### src/rtl/sprite_blitter.sv
// sprite_blitter: write side of the 128x64 (hires) / 64x32 (lores) framebuffer.
// Executes Chip-8 DXYN / SCHIP DXY0 draws as a read-modify-write XOR of each
// sprite row into fbuf words (bit 15 = leftmost pixel) and reports VF collision.
//
// Ports:
//   clk, res          clock, synchronous active-high reset
//   hires             1: 128x64 (8 words/line), 0: 64x32 (4 words/line)
//   start             one-cycle draw request, only honoured while idle
//   x, y, n           sprite position and row count (n=0: 16x16 in hires, no-op in lores)
//   i_addr            sprite base address
//   mem_addr/mem_data sprite byte port, data returns one cycle after the address
//   fbuf_addr         framebuffer word address, shared by read and write
//   fbuf_rdata        word at fbuf_addr, one cycle after the address
//   fbuf_wdata/we     write data and one-cycle strobe
//   busy, done        busy outside IDLE; done pulses once per completed draw
//   collision         a set pixel was cleared during the last draw
//
// Build option: define SPRITE_WRAP_EN to wrap sprites around the screen edges
// instead of clipping them (every row is then a full 6-cycle row).
module sprite_blitter #(
  parameter int MEM_AW = 12
) (
  input  logic              clk,
  input  logic              res,
  input  logic              hires,
  input  logic              start,
  input  logic [7:0]        x,
  input  logic [6:0]        y,
  input  logic [3:0]        n,
  input  logic [MEM_AW-1:0] i_addr,
  output logic [MEM_AW-1:0] mem_addr,
  input  logic [7:0]        mem_data,
  output logic [8:0]        fbuf_addr,
  input  logic [15:0]       fbuf_rdata,
  output logic [15:0]       fbuf_wdata,
  output logic              fbuf_we,
  output logic              busy,
  output logic              done,
  output logic              collision
);

`ifdef SPRITE_WRAP_EN
  localparam bit WRAP = 1'b1;
`else
  localparam bit WRAP = 1'b0;
`endif

  typedef enum logic [2:0] {IDLE, FETCH, FETCH2, RD0, WR0, RD1, WR1, DONE} state_t;

  state_t            state;
  logic              hr;     // screen mode captured at start
  logic              wide;   // 16-pixel rows, two bytes each
  logic [6:0]        x0;
  logic [5:0]        y0;
  logic [4:0]        rows;
  logic [4:0]        r;
  logic [MEM_AW-1:0] ptr;
  logic [7:0]        hi;
  logic [31:0]       mask;   // row pattern aligned across word0 (31:16) and word1 (15:0)

  // x[7] and y[6] never affect the wrapped coordinates.
  logic unused_ok;
  assign unused_ok = ^{x[7], y[6]};

  logic [6:0]        y_sum;
  logic [5:0]        y_line;
  logic [2:0]        wi, wi1;
  logic [8:0]        line_base, word0, word1;
  logic              last_word, skip_w1, last_row;
  logic [MEM_AW-1:0] ptr_next;
  logic [15:0]       row16, cur_mask;

  always_comb begin
    y_sum     = {1'b0, y0} + {2'b0, r};
    // Masking to the screen height gives the wrapped line; in clip mode rows
    // past the bottom are never addressed, so the mask is harmless there.
    y_line    = hr ? y_sum[5:0] : {1'b0, y_sum[4:0]};
    line_base = hr ? {y_line, 3'b000} : {2'b00, y_line[4:0], 2'b00};
    wi        = hr ? x0[6:4] : {1'b0, x0[5:4]};
    wi1       = hr ? wi + 3'd1 : {1'b0, wi[1:0] + 2'd1};
    word0     = line_base + {6'b0, wi};
    word1     = line_base + {6'b0, wi1};
    last_word = hr ? (wi == 3'd7) : (wi == 3'd3);
    skip_w1   = !WRAP && last_word;
    last_row  = (r + 5'd1 == rows) ||
                (!WRAP && (y_sum + 7'd1 >= (hr ? 7'd64 : 7'd32)));
    ptr_next  = ptr + (wide ? MEM_AW'(2) : MEM_AW'(1));
    row16     = wide ? {hi, mem_data} : {hi, 8'h00};
    cur_mask  = (state == WR0) ? mask[31:16] : mask[15:0];
  end

  // Read data only arrives in the write cycle, so the write side is a direct
  // function of the state register and the returning word.
  always_comb begin
    fbuf_we    = 1'b0;
    fbuf_wdata = '0;
    if (state == WR0 || state == WR1) begin
      fbuf_we    = 1'b1;
      fbuf_wdata = fbuf_rdata ^ cur_mask;
    end
  end

  assign busy = (state != IDLE);

  always_ff @(posedge clk) begin
    if (res) begin
      state     <= IDLE;
      mem_addr  <= '0;
      fbuf_addr <= '0;
      done      <= 1'b0;
      collision <= 1'b0;
      hr        <= 1'b0;
      wide      <= 1'b0;
      x0        <= '0;
      y0        <= '0;
      rows      <= '0;
      r         <= '0;
      ptr       <= '0;
      hi        <= '0;
      mask      <= '0;
    end else begin
      done <= 1'b0;
      case (state)
        IDLE: if (start) begin
          hr        <= hires;
          wide      <= hires && (n == 4'd0);
          x0        <= hires ? x[6:0] : {1'b0, x[5:0]};
          y0        <= hires ? y[5:0] : {1'b0, y[4:0]};
          rows      <= (hires && n == 4'd0) ? 5'd16 : {1'b0, n};
          r         <= '0;
          ptr       <= i_addr;
          mem_addr  <= i_addr;
          collision <= 1'b0;
          state     <= (!hires && n == 4'd0) ? DONE : FETCH;
        end
        FETCH: begin
          if (wide) mem_addr <= ptr + MEM_AW'(1);
          state <= FETCH2;
        end
        FETCH2: begin
          hi        <= mem_data;
          fbuf_addr <= word0;
          state     <= RD0;
        end
        RD0: begin
          mask  <= {row16, 16'h0000} >> x0[3:0];
          state <= WR0;
        end
        RD1: state <= WR1;
        WR0, WR1: begin
          collision <= collision | (|(fbuf_rdata & cur_mask));
          if (state == WR0 && !skip_w1) begin
            fbuf_addr <= word1;
            state     <= RD1;
          end else begin
            ptr <= ptr_next;
            r   <= r + 5'd1;
            if (last_row) begin
              state <= DONE;
            end else begin
              mem_addr <= ptr_next;
              state    <= FETCH;
            end
          end
        end
        DONE: begin
          done  <= 1'b1;
          state <= IDLE;
        end
        default: state <= IDLE;
      endcase
    end
  end

endmodule

### config.mk
export PLATFORM = sky130hd
export DESIGN_NAME = sprite_blitter
export DESIGN_NICKNAME = d
export VERILOG_FILES = /design/src/rtl/sprite_blitter.sv
export SDC_FILE = /design/constraint.sdc
export NUM_CORES = 1
export LEC_CHECK = 0
export ABC_CLOCK_PERIOD_IN_PS = 5350
export CORE_ASPECT_RATIO = 0.7
export CORE_MARGIN = 3
export CORE_UTILIZATION = 60
export DETAILED_ROUTE_END_ITERATION = 16
export DONT_BUFFER_PORTS = 1
export PLACE_DENSITY = 0.76
export SETUP_SLACK_MARGIN = 0.4
export SLEW_MARGIN = 25
export SYNTH_ARGS = -nofsm -noshare
export SYNTH_HDL_FRONTEND = slang
export SYNTH_SLANG_ARGS = --single-unit
### constraint.sdc
create_clock -name clk -period 5.35 [get_ports clk]
set_input_delay 0.8025 -clock clk [delete_from_list [all_inputs] [get_ports clk]]
set_output_delay 0.8025 -clock clk [all_outputs]
set_load 0.01 [all_outputs]
After elaboration in Yosys (flattened, before gate mapping)
Index checks and enable logic that the tools add are counted.
{"block": "totals", "register_bits": 103, "output_inout_bits": 41, "word_cells": 97, "inputBits": 59}
{"block": "classes", "shift": 1, "eq_ne": 15, "order_cmp": 1, "n_reduce_logical": 20, "bitwise": 3, "mux": 34, "n_addsub": 9}
{"op": "$mux W12", "n": 5}
{"op": "$pmux W12 S3", "n": 1}
{"op": "$mux W16", "n": 2}
{"op": "$shr A32 B4 Y32", "n": 1}
{"op": "$pmux W12 S2", "n": 1}
{"op": "$pmux W3 S7", "n": 1}
{"op": "$add A9 B3 Y9", "n": 2}
{"op": "$mux W3", "n": 6}
{"op": "$mux W9", "n": 2}
{"op": "$pmux W9 S2", "n": 1}
{"op": "$and A16 B16 Y16", "n": 1}
{"op": "$reduce_or A16 Y1", "n": 1}
{"op": "$xor A16 B16 Y16", "n": 1}
{"op": "$eq A3 B3 Y1 const B", "n": 5}
{"op": "$mux W5", "n": 3}
{"op": "$mux W7", "n": 2}
{"op": "$add A12 B1 Y12 const B", "n": 1}
{"op": "$add A12 B2 Y12", "n": 1}
{"op": "$mux W6", "n": 2}
{"op": "$ne A2 B2 Y1 const B", "n": 5}
{"op": "$pmux W5 S2", "n": 1}
{"op": "$eq A3 B2 Y1 const B", "n": 3}
{"op": "$mux W8", "n": 1}
{"op": "$add A6 B5 Y7", "n": 1}
{"op": "22 further kinds", "n": 33}

Logic depth before layout (Yosys ltp)
Gate-level depths: netlist of the first run.
{"block": "logic_depth", "word_depth": 7, "depth_mapped": 15, "depth_no_buf": 14}

Worst setup path before layout of the first run
OpenSTA, ideal clock, no wires.
{"block": "synth_timing", "kind": "reg-to-reg", "start": "register r[0]", "end": "register mem_addr[10]", "setup_ns": 0.095, "t_arrival_ns": 3.306, "path_stages_with_launch": 16, "slack_ns": 1.949, "synth_period_minus_slack_ns": 3.401, "t_required_ns": 5.255, "cell_sequence": "dfxtp_1 -> ha_1 -> inv_1 -> fa_1 -> or2b_1 -> o2bb2ai_1 -> xnor2_1 -> nand3_1 -> nand2b_1 -> a22o_1 -> ha_1 -> a21oi_1 -> o211a_1 -> clkbuf_1 -> nand3_2 -> a221oi_1"}
{"block": "synth_between", "elab_chain_len": 6, "word_cells_on_any_way": 8, "classes_between": "add/sub (3); order compare (1); eq/ne (2); reduce/logical (2)"}
{"element": "start, declared", "line": "56", "source": "logic [4:0] r;"}
{"element": "start signal, assigned", "line": "157", "source": "r <= r + 5'd1;"}
{"element": "$add A6 B5 Y7", "line": "74", "source": "y_sum = {1'b0, y0} + {2'b0, r};"}
{"element": "$add A7 B1 Y7", "line": "86", "source": "(!WRAP && (y_sum + 7'd1 >= (hr ? 7'd64 : 7'd32)));"}
{"element": "$ge A7 B7 Y1", "line": "86"}
{"element": "$logic_or A1 B1 Y1 *", "line": "85", "source": "last_row = (r + 5'd1 == rows) ||"}
{"element": "$ne A2 B2 Y1 (no line) *"}
{"element": "$reduce_and A5 Y1 (no line) *"}
{"element": "end signal, assigned", "line": "132", "source": "mem_addr <= i_addr;"}
{"element": "end signal, assigned", "line": "137", "source": "if (wide) mem_addr <= ptr + MEM_AW'(1);"}
{"element": "end signal, assigned", "line": "161", "source": "mem_addr <= ptr_next;"}
{"element": "end, declared", "line": "31", "source": "output logic [MEM_AW-1:0] mem_addr,"}
Every way passes the cells marked *; elsewhere a longest branch is shown, timed or not.
A chain may end at the register's enable or synchronous reset.

Final worst setup path of the first run
Ends and elaborated chain as after synthesis.

==> results of run 1 <==
-- worst min-delay path: stages, from the launching register on --
cell     delay [ps]
dfxtp_1         310
nand2_1          50
a21oi_1          50
-- cells in the mapped netlist (all sizes together), types with 23 or more instances --
library cell,count
dfxtp,101
nand2,101
nor2,83
a21oi,68
clkbuf,45
o21ai,39
mux2i,31
ha,30
nand3,28
and2,23
mux2,23
-- metrics by stage --
stage / instances / setup WS, ps / hold WS (ps) / instance area [um^2]
5_1_grt: 888 / 1160 / 464 / 6620
3_3_place_gp: 872 / 1690 / 432 / 6320
2_1_floorplan: 800 / 1950 / 427 / 6370
4_1_cts: 888 / 1530 / 445 / 6610
6_report: 888 / 1460 / 449 / 6620
3_5_place_dp: 872 / 1550 / 438 / 6320
-- cell families after synthesis --
group                    Yosys count
buffers and inverters             82
XOR/XNOR                          33
AND/OR/NAND/NOR                  298
flip-flops                       101
adder cells (fa/ha/maj)           32
AO/OA/AOI/OAI                    195
multiplexers                      59
-- layer usage --
layer	vias to the layer above	GRT usage [%]	share of wire [%]	routed length (um)
met5	-	0	0	0
met4	0	6.21	1.2	207
met3	25	7.97	13	2200
met2	345	41.2	42	7170
met1	2701	41.8	44	7610
li1	2770	-	-	-
-- power groups by stage --
stage	Combinational, uW	Clock [uW]	Sequential [uW]
floorplan	273	0	851
detailed placement	293	0	892
finish	301	657	879
CTS	296	664	876
global route	334	697	886
global placement	283	0	890
-- final cells by class --
class | instances | area share, %
Clock buffer | 12 | 3.73
Inverter | 22 | 1.25
Clock inverter | 4 | 0.719
Multi-Input combinational cell | 617 | 60.9
Tap cell | 128 | 2.42
Sequential cell | 101 | 30.6
Timing Repair Buffer | 4 | 0.454
-- flip-flops by register name, indices dropped and copies added, names as in the netlist --
name       flops
y0             6
wide           1
done           1
rows           4
x0             7
hr             1
collision      1
hi             8
mem_addr      12
ptr           12
r              5
mask          31
fbuf_addr      9
state          3
-- worst max path at each step --
stage	startpoint	end	slack (ps)	cells after the start
floorplan	r[0]	mem_addr[10]	1950	15
global placement	r[0]	mem_addr[8]	1690	14
detailed placement	r[0]	mem_addr[10]	1550	14
CTS	r[0]	mem_addr[10]	1530	14
global route	r[0]	mem_addr[0]	1160	14
finish	r[0]	mem_addr[10]	1460	14
==> impl_results.md, run 1 <==
- CTS tree: yes
- Filler cells: 838
- GRT Util Overall: 28.4%
- CP cell instances: ha_1 -> inv_1 -> fa_1 -> or2b_1 -> o2bb2ai_1 -> xnor2_1 -> nand3_1 -> o21ai_0 -> a22o_1 -> ha_1 -> a21oi_1 -> o211a_1 -> nand3_2 -> a221oi_1
- First-pass GRT wire length: 27.1 mm
- Worst Path Buf+Inv: 1
- Max Freq: 257 MHz
- Gate power share: 16.4%
- Initial antenna violation count: 0
- Ant diodes: 0
- Core Footprint: 10,000 um^2
- Xor/xnor share of the synthesized area: 4.78%
- Via/cell ratio: 6.58
- Total Wirelength: 17.2 mm
- Die X-Extent: 129 um
- Final Total Pwr: 1840 uW
- Worst Setup Path Type: register to register
- Synth area leader: dfxtp_1
- CTS clock-pin slew for the worst setup and hold paths: 70 ps
- Number of synthesized flops with an enable pin: 0
- Simple-Gate Fraction of Synth Area: 21.7%
- Pin slew with the least headroom to its limit: 901 ps
- Commonest non-fill, non-tap cell in the layout: nand2_1
- Final Setup Violations: 0
- Starting Density: 63.5%
- Vias post-DR: 5,841
- CTS resizes: 0
- Peak VDD IR: 196 uV
- Post-synthesis register bit count: 101
- Most frequent cells in the layout: 101 x nand2_1, 100 x dfxtp_1, 83 x nor2_1, 68 x a21oi_1, 38 x o21ai_0
- 1st-iter DRT viols: 716
- Maximum level of the CTS H-tree: 3
- Worst hold path class: register to register
- Sequential area share after synthesis: 31.8%
- Synth-to-Final Area Change: 3.91%
- Hold path depth: 2
- Most common cell on crit path: ha_1
- Reg-to-Reg Start: r[0]
- Top FF cell, synth: dfxtp_1
- Final core occ: 66.0%
- Critical Path AT: 4140 ps
- Worst setup EP type: register
- Nets: 846
- Top post-synthesis cells by area: dfxtp_1 32%, nand2_1 6.0%, ha_1 5.9%
- Crit path max-delay family: compound AO/OA/AOI/OAI gates
- Slew headroom: 39.8%
- Hold Violations, Final: 0
- Status: finished clean
- Io pins: 100
- Routed Antenna Nets: 0
- Clk pwr share: 35.8%
- Pwr Density: 278 nW/um^2
- Num Clock Sinks: 101
- Worst-Skew Late Latency: 350 ps
- Largest net degree at the start of global routing: 81
- Hold Path Sink: mask[8]
- Die footprint: 11,900 um^2
- Sequential Power Share: 47.8%
- FF-to-FF End: mem_addr[10]
- Worst Setup Start Kind: register
- WL/cell: 19.4 um
- Synth Area in Compound Gates: 19.4%
- TNS Setup: 0 ps
- Placer Congestion: 0.932
- RSZ-0062 raised after global routing: no
- Share of layout cells above drive strength 1: 7.50%
- DR DRC count: 0
- Cell count after synthesis: 800
- Final worst path period need: 3890 ps
- Number of synthesis warnings: 0
- TritonRoute pass-1 iters: 5
- Leakage power: 0.00253 uW
- Ys async rst share: 0%
- Hold buffers post-CTS: 0
- Max-cap violations: 0
- Slowest CP cell: dfxtp_1
- Slack of the worst reg-to-reg path: 1460 ps
- Multiplexer share of the synthesized area: 10.7%
- Vias in the first global route: 5,291
- Req. time, crit path: 5600 ps
- Final Max Tran Viols: 0
- Internal Pwr Total: 1300 uW
- Crit share post-route: 72.7%
- Clock root buffer: clkbuf_16
- Syn Area/Cell: 7.96 um^2
- Area share of the largest cell type after synthesis: 31.8%
- Bufs on Longest Clock Path: 2
- Switching Power: 542 uW
- CTS Buf Count: 9
- Main combinational cell family by area after synthesis: simple AND/OR/NAND/NOR gates
- Switching Share: 29.5%
- Port Buffer Count: 0
- Synthesized area: 6370 um^2
- HPWL after DPL: 12.1 mm
- Area occupied by multi-input gates: 4030 um^2
- DIE HEIGHT: 92.2 um
- Synthesized Nets: 891
- Num rows: 30
- FF/Latch Area: 2020 um^2
- Count of cell types in the netlist: 62
- Clk_skew: 7.16 ps
- Worst-path fanout max: 10
- Post-CTS setup buffers: 0
- Grt total ovfl: 0
- Adder-Cell Fraction of Synth Area: 6.52%
- Hold path startpoint: mask[8]
- Delay of the slowest critical-path stage: 470 ps
- Reg2Reg Depth: 14
(Power assumes the default switching activity.)
==> inputs of run 2 (changes only) <==
--- a/config.mk
+++ b/config.mk
@@ -5,10 +5,11 @@
 export SDC_FILE = /design/constraint.sdc
 export NUM_CORES = 1
 export LEC_CHECK = 0
-export ABC_CLOCK_PERIOD_IN_PS = 5350
+export ABC_AREA = 1
+export ABC_CLOCK_PERIOD_IN_PS = 3290
 export CORE_ASPECT_RATIO = 0.7
 export CORE_MARGIN = 3
-export CORE_UTILIZATION = 60
+export CORE_UTILIZATION = 58
 export DETAILED_ROUTE_END_ITERATION = 16
 export DONT_BUFFER_PORTS = 1
 export PLACE_DENSITY = 0.76
==> constraint.sdc (replaced) <==
create_clock -name clk -period 3.29 [get_ports clk]
set_input_delay 0.4935 -clock clk [delete_from_list [all_inputs] [get_ports clk]]
set_output_delay 0.4935 -clock clk [all_outputs]
set_load 0.01 [all_outputs]
==> run 2 against run 1 <==
Area after synthesis increased by 1.2%. Clock skew grew 1.9 ps. Total power up 74%. Global-route usage is 1.2 points lower. Clock power increased by 66%. Cell area increased by 6.1%. Fmax grew 32%. Count of clock-buffer cells in the layout shrank 2. Synthesized cell count increased by 25%. Non-clock buffer count increased by 17.
==> impl_results.md, run 2 <==
- Switching Share: 32.6%
- Max reg flops: 31
- Slowest CP cell: fa_1
- Switching Power: 1040 uW
- Grt total ovfl: 0
- DRT met1 WL: 8.32 mm
- Clk pwr share: 34.2%
- Commonest non-fill, non-tap cell in the layout: nand2_1
- Die footprint: 12,400 um^2
- First-pass GRT wire length: 27.4 mm
- Core Footprint: 10,600 um^2
- Final Setup Violations: 0
- WL/cell: 15.1 um
- Synth-to-Final Area Change: 8.91%
- Pin slew with the least headroom to its limit: 700 ps
- CP cell instances: ha_4 -> inv_2 -> fa_1 -> or2_1 -> nor2_2 -> nand3_2 -> nor2_4 -> buf_6 -> buf_4 -> buf_4 -> buf_4 -> buf_6 -> nand2_4 -> nand3_4 -> nand2_8 -> buf_6 -> a21oi_2 -> nor2_1
- FF-to-FF End: mem_addr[10]
- Critical Path Stages: 18
- Met2 routed WL: 6.76 mm
- Synth area leader: dfxtp_1
- Hold Path Sink: x0[6]
- Final worst path period need: 2960 ps
- Sequential area share after synthesis: 31.4%
- Gate power share: 20.6%
- Hold path depth: 1
- 1st-iter DRT viols: 536
- Status: finished clean
- Number of synthesis warnings: 0
- Number of synthesized flops with an enable pin: 0
- Top cells by count, synth: 257 x nand2_1, 105 x inv_1, 101 x dfxtp_1
- Biggest regs: mask: 31 flops, mem_addr: 12 flops, ptr: 12 flops
- Hold path startpoint: res
- Crit share post-route: 89.9%
- Total Wirelength: 17.2 mm
- Slack of the worst reg-to-reg path: 330 ps
- DR DRC count: 0
- Cell count after synthesis: 999
- Via/cell ratio: 5.62
- Vias post-DR: 6,394
- Max-cap violations: 0
- Routed Antenna Nets: 0
- Delay of the slowest critical-path stage: 450 ps
- Bufs on Longest Clock Path: 2
- Port Buffer Count: 0
- Worst Setup Start Kind: register
- Largest net degree at the start of global routing: 48
- Reg-to-Reg Start: y0[0]
- Worst-Skew Late Latency: 350 ps
- GRT Util Overall: 27.2%
- Slew headroom: 53.3%
- Maximum level of the CTS H-tree: 3
- Die X-Extent: 132 um
- Syn Area/Cell: 6.45 um^2
- Most frequent cells in the layout: 252 x nand2_1, 103 x inv_1, 98 x dfxtp_1, 97 x nor2_1, 84 x a21oi_1
- Share of layout cells above drive strength 1: 10.1%
- Worst hold path class: primary input to register
- Final Max Tran Viols: 0
- Internal Pwr Total: 2150 uW
- Num rows: 31
- RSZ-0062 raised after global routing: yes
- Initial antenna violation count: 0
- Max Freq: 338 MHz
- Vias in the first global route: 5,416
- CTS clock-pin slew for the worst setup and hold paths: 70 ps
- Final instance area: 7020 um^2
- Num Clock Sinks: 101
- Post-synthesis register bit count: 101
- Area share of the largest cell type after synthesis: 31.4%
- Most numerous cell in the Yosys netlist: nand2_1
- Critical path launch point: y0[0]
- Ys async rst share: 0%
- Io pins: 100
- Count of cell types in the netlist: 48
- Peak VDD IR: 302 uV
- Worst-path fanout max: 5
- Req. time, crit path: 3530 ps
- TritonRoute pass-1 iters: 5
- Synthesized area: 6450 um^2
- Reg with most FFs: mask
- Top post-synthesis cells by area: dfxtp_1 31%, nand2_1 15%, a21oi_1 7.1%
- Nets: 1,076
- Dpl cell area: 6450 um^2
- Top FF cell, synth: dfxtp_1
- Leakage power: 0.00313 uW
- Clock root buffer: clkbuf_16
- Starting Density: 60.9%
- Sequential Power Share: 45.2%
- CTS tree: yes
- Critical Path AT: 3200 ps
- Crit path max-delay family: simple AND/OR/NAND/NOR gates
- Pwr Density: 454 nW/um^2
- Reg2Reg Depth: 18
- Worst Path Buf+Inv: 7
- Uppermost layer routed: met4
- Worst Setup Path Type: register to register
- Final core occ: 66.3%
- CTS Buf Count: 9
- Ant diodes: 0
- Hold Violations, Final: 0
- Clk_skew: 9.09 ps
- HPWL after DPL: 12.0 mm
- Fin Hold WS: 216 ps
- TNS Setup: 0 ps
- WL met3: 1.93 mm
- DIE HEIGHT: 94.2 um
- Synthesized Nets: 1,090
- Worst setup EP type: register
- Placer Congestion: 0.918
## run 2: per-stage QoR
step	power [uW]	setup WS (ps)	std cells
after floorplan	1940	513	999
after detailed placement	2060	187	1109
after CTS	3160	414	1135
final	3190	334	1138
after global placement	2050	264	1109
after global routing	3360	211	1138
## run 2: timing repair
action | 4_1_cts | 5_1_grt
setup endpoints to repair | 13 | 14
pin swaps | 12 | 18
hold buffers | 0 | 0
endpoints found under the hold margin | 0 | 0
gates cloned | 2 | 1
setup buffers | 8 | 2
gates resized for setup | 13 | 27
## run 2: logic make-up (layout without fill, tap and decap cells)
group / count (synthesis) / in the layout / synth area share, %
DFF: 101 / 101 / 31.4
AOI/OAI and AO/OA: 220 / 220 / 18.4
muxes: 2 / 2 / 0.311
and+or+nand+nor: 472 / 475 / 31.7
buffers and inverters: 166 / 154 / 11.0
xor gates and xnor gates: 6 / 6 / 0.815
adders and majority gates: 32 / 32 / 6.44
## run 2: final cells by class
cell class | count | area, um^2
timing repair buffer | 21 | 173
tap | 148 | 185
fill | 992 | 3570
sequential | 101 | 2030
clock inverter | 6 | 61.3
clock buffer | 10 | 239
multi-input combinational | 735 | 3890
inverter | 117 | 442
## run 2: how the worst max path moves through the flow
stage | to
after global placement | mem_addr[10]
final | mem_addr[10]
after CTS | mem_addr[1]
after global routing | mem_addr[5]
after detailed placement | mem_addr[6]
after floorplan | state[2]
## run 2: routing by layer
metal | track usage [%] | up-vias
met3 | 8.62 | 12
li1 | - | 3244
met2 | 37.1 | 315
met4 | 5.77 | 0
met1 | 41.1 | 2823
met5 | 0 | -
## run 2: power groups by stage
stage / logic [uW] / registers, uW / clock network (uW)
floorplan: 515 / 1420 / 0
global placement: 584 / 1460 / 0
detailed placement: 592 / 1460 / 0
CTS: 617 / 1440 / 1100
global route: 743 / 1450 / 1160
finish: 659 / 1440 / 1090
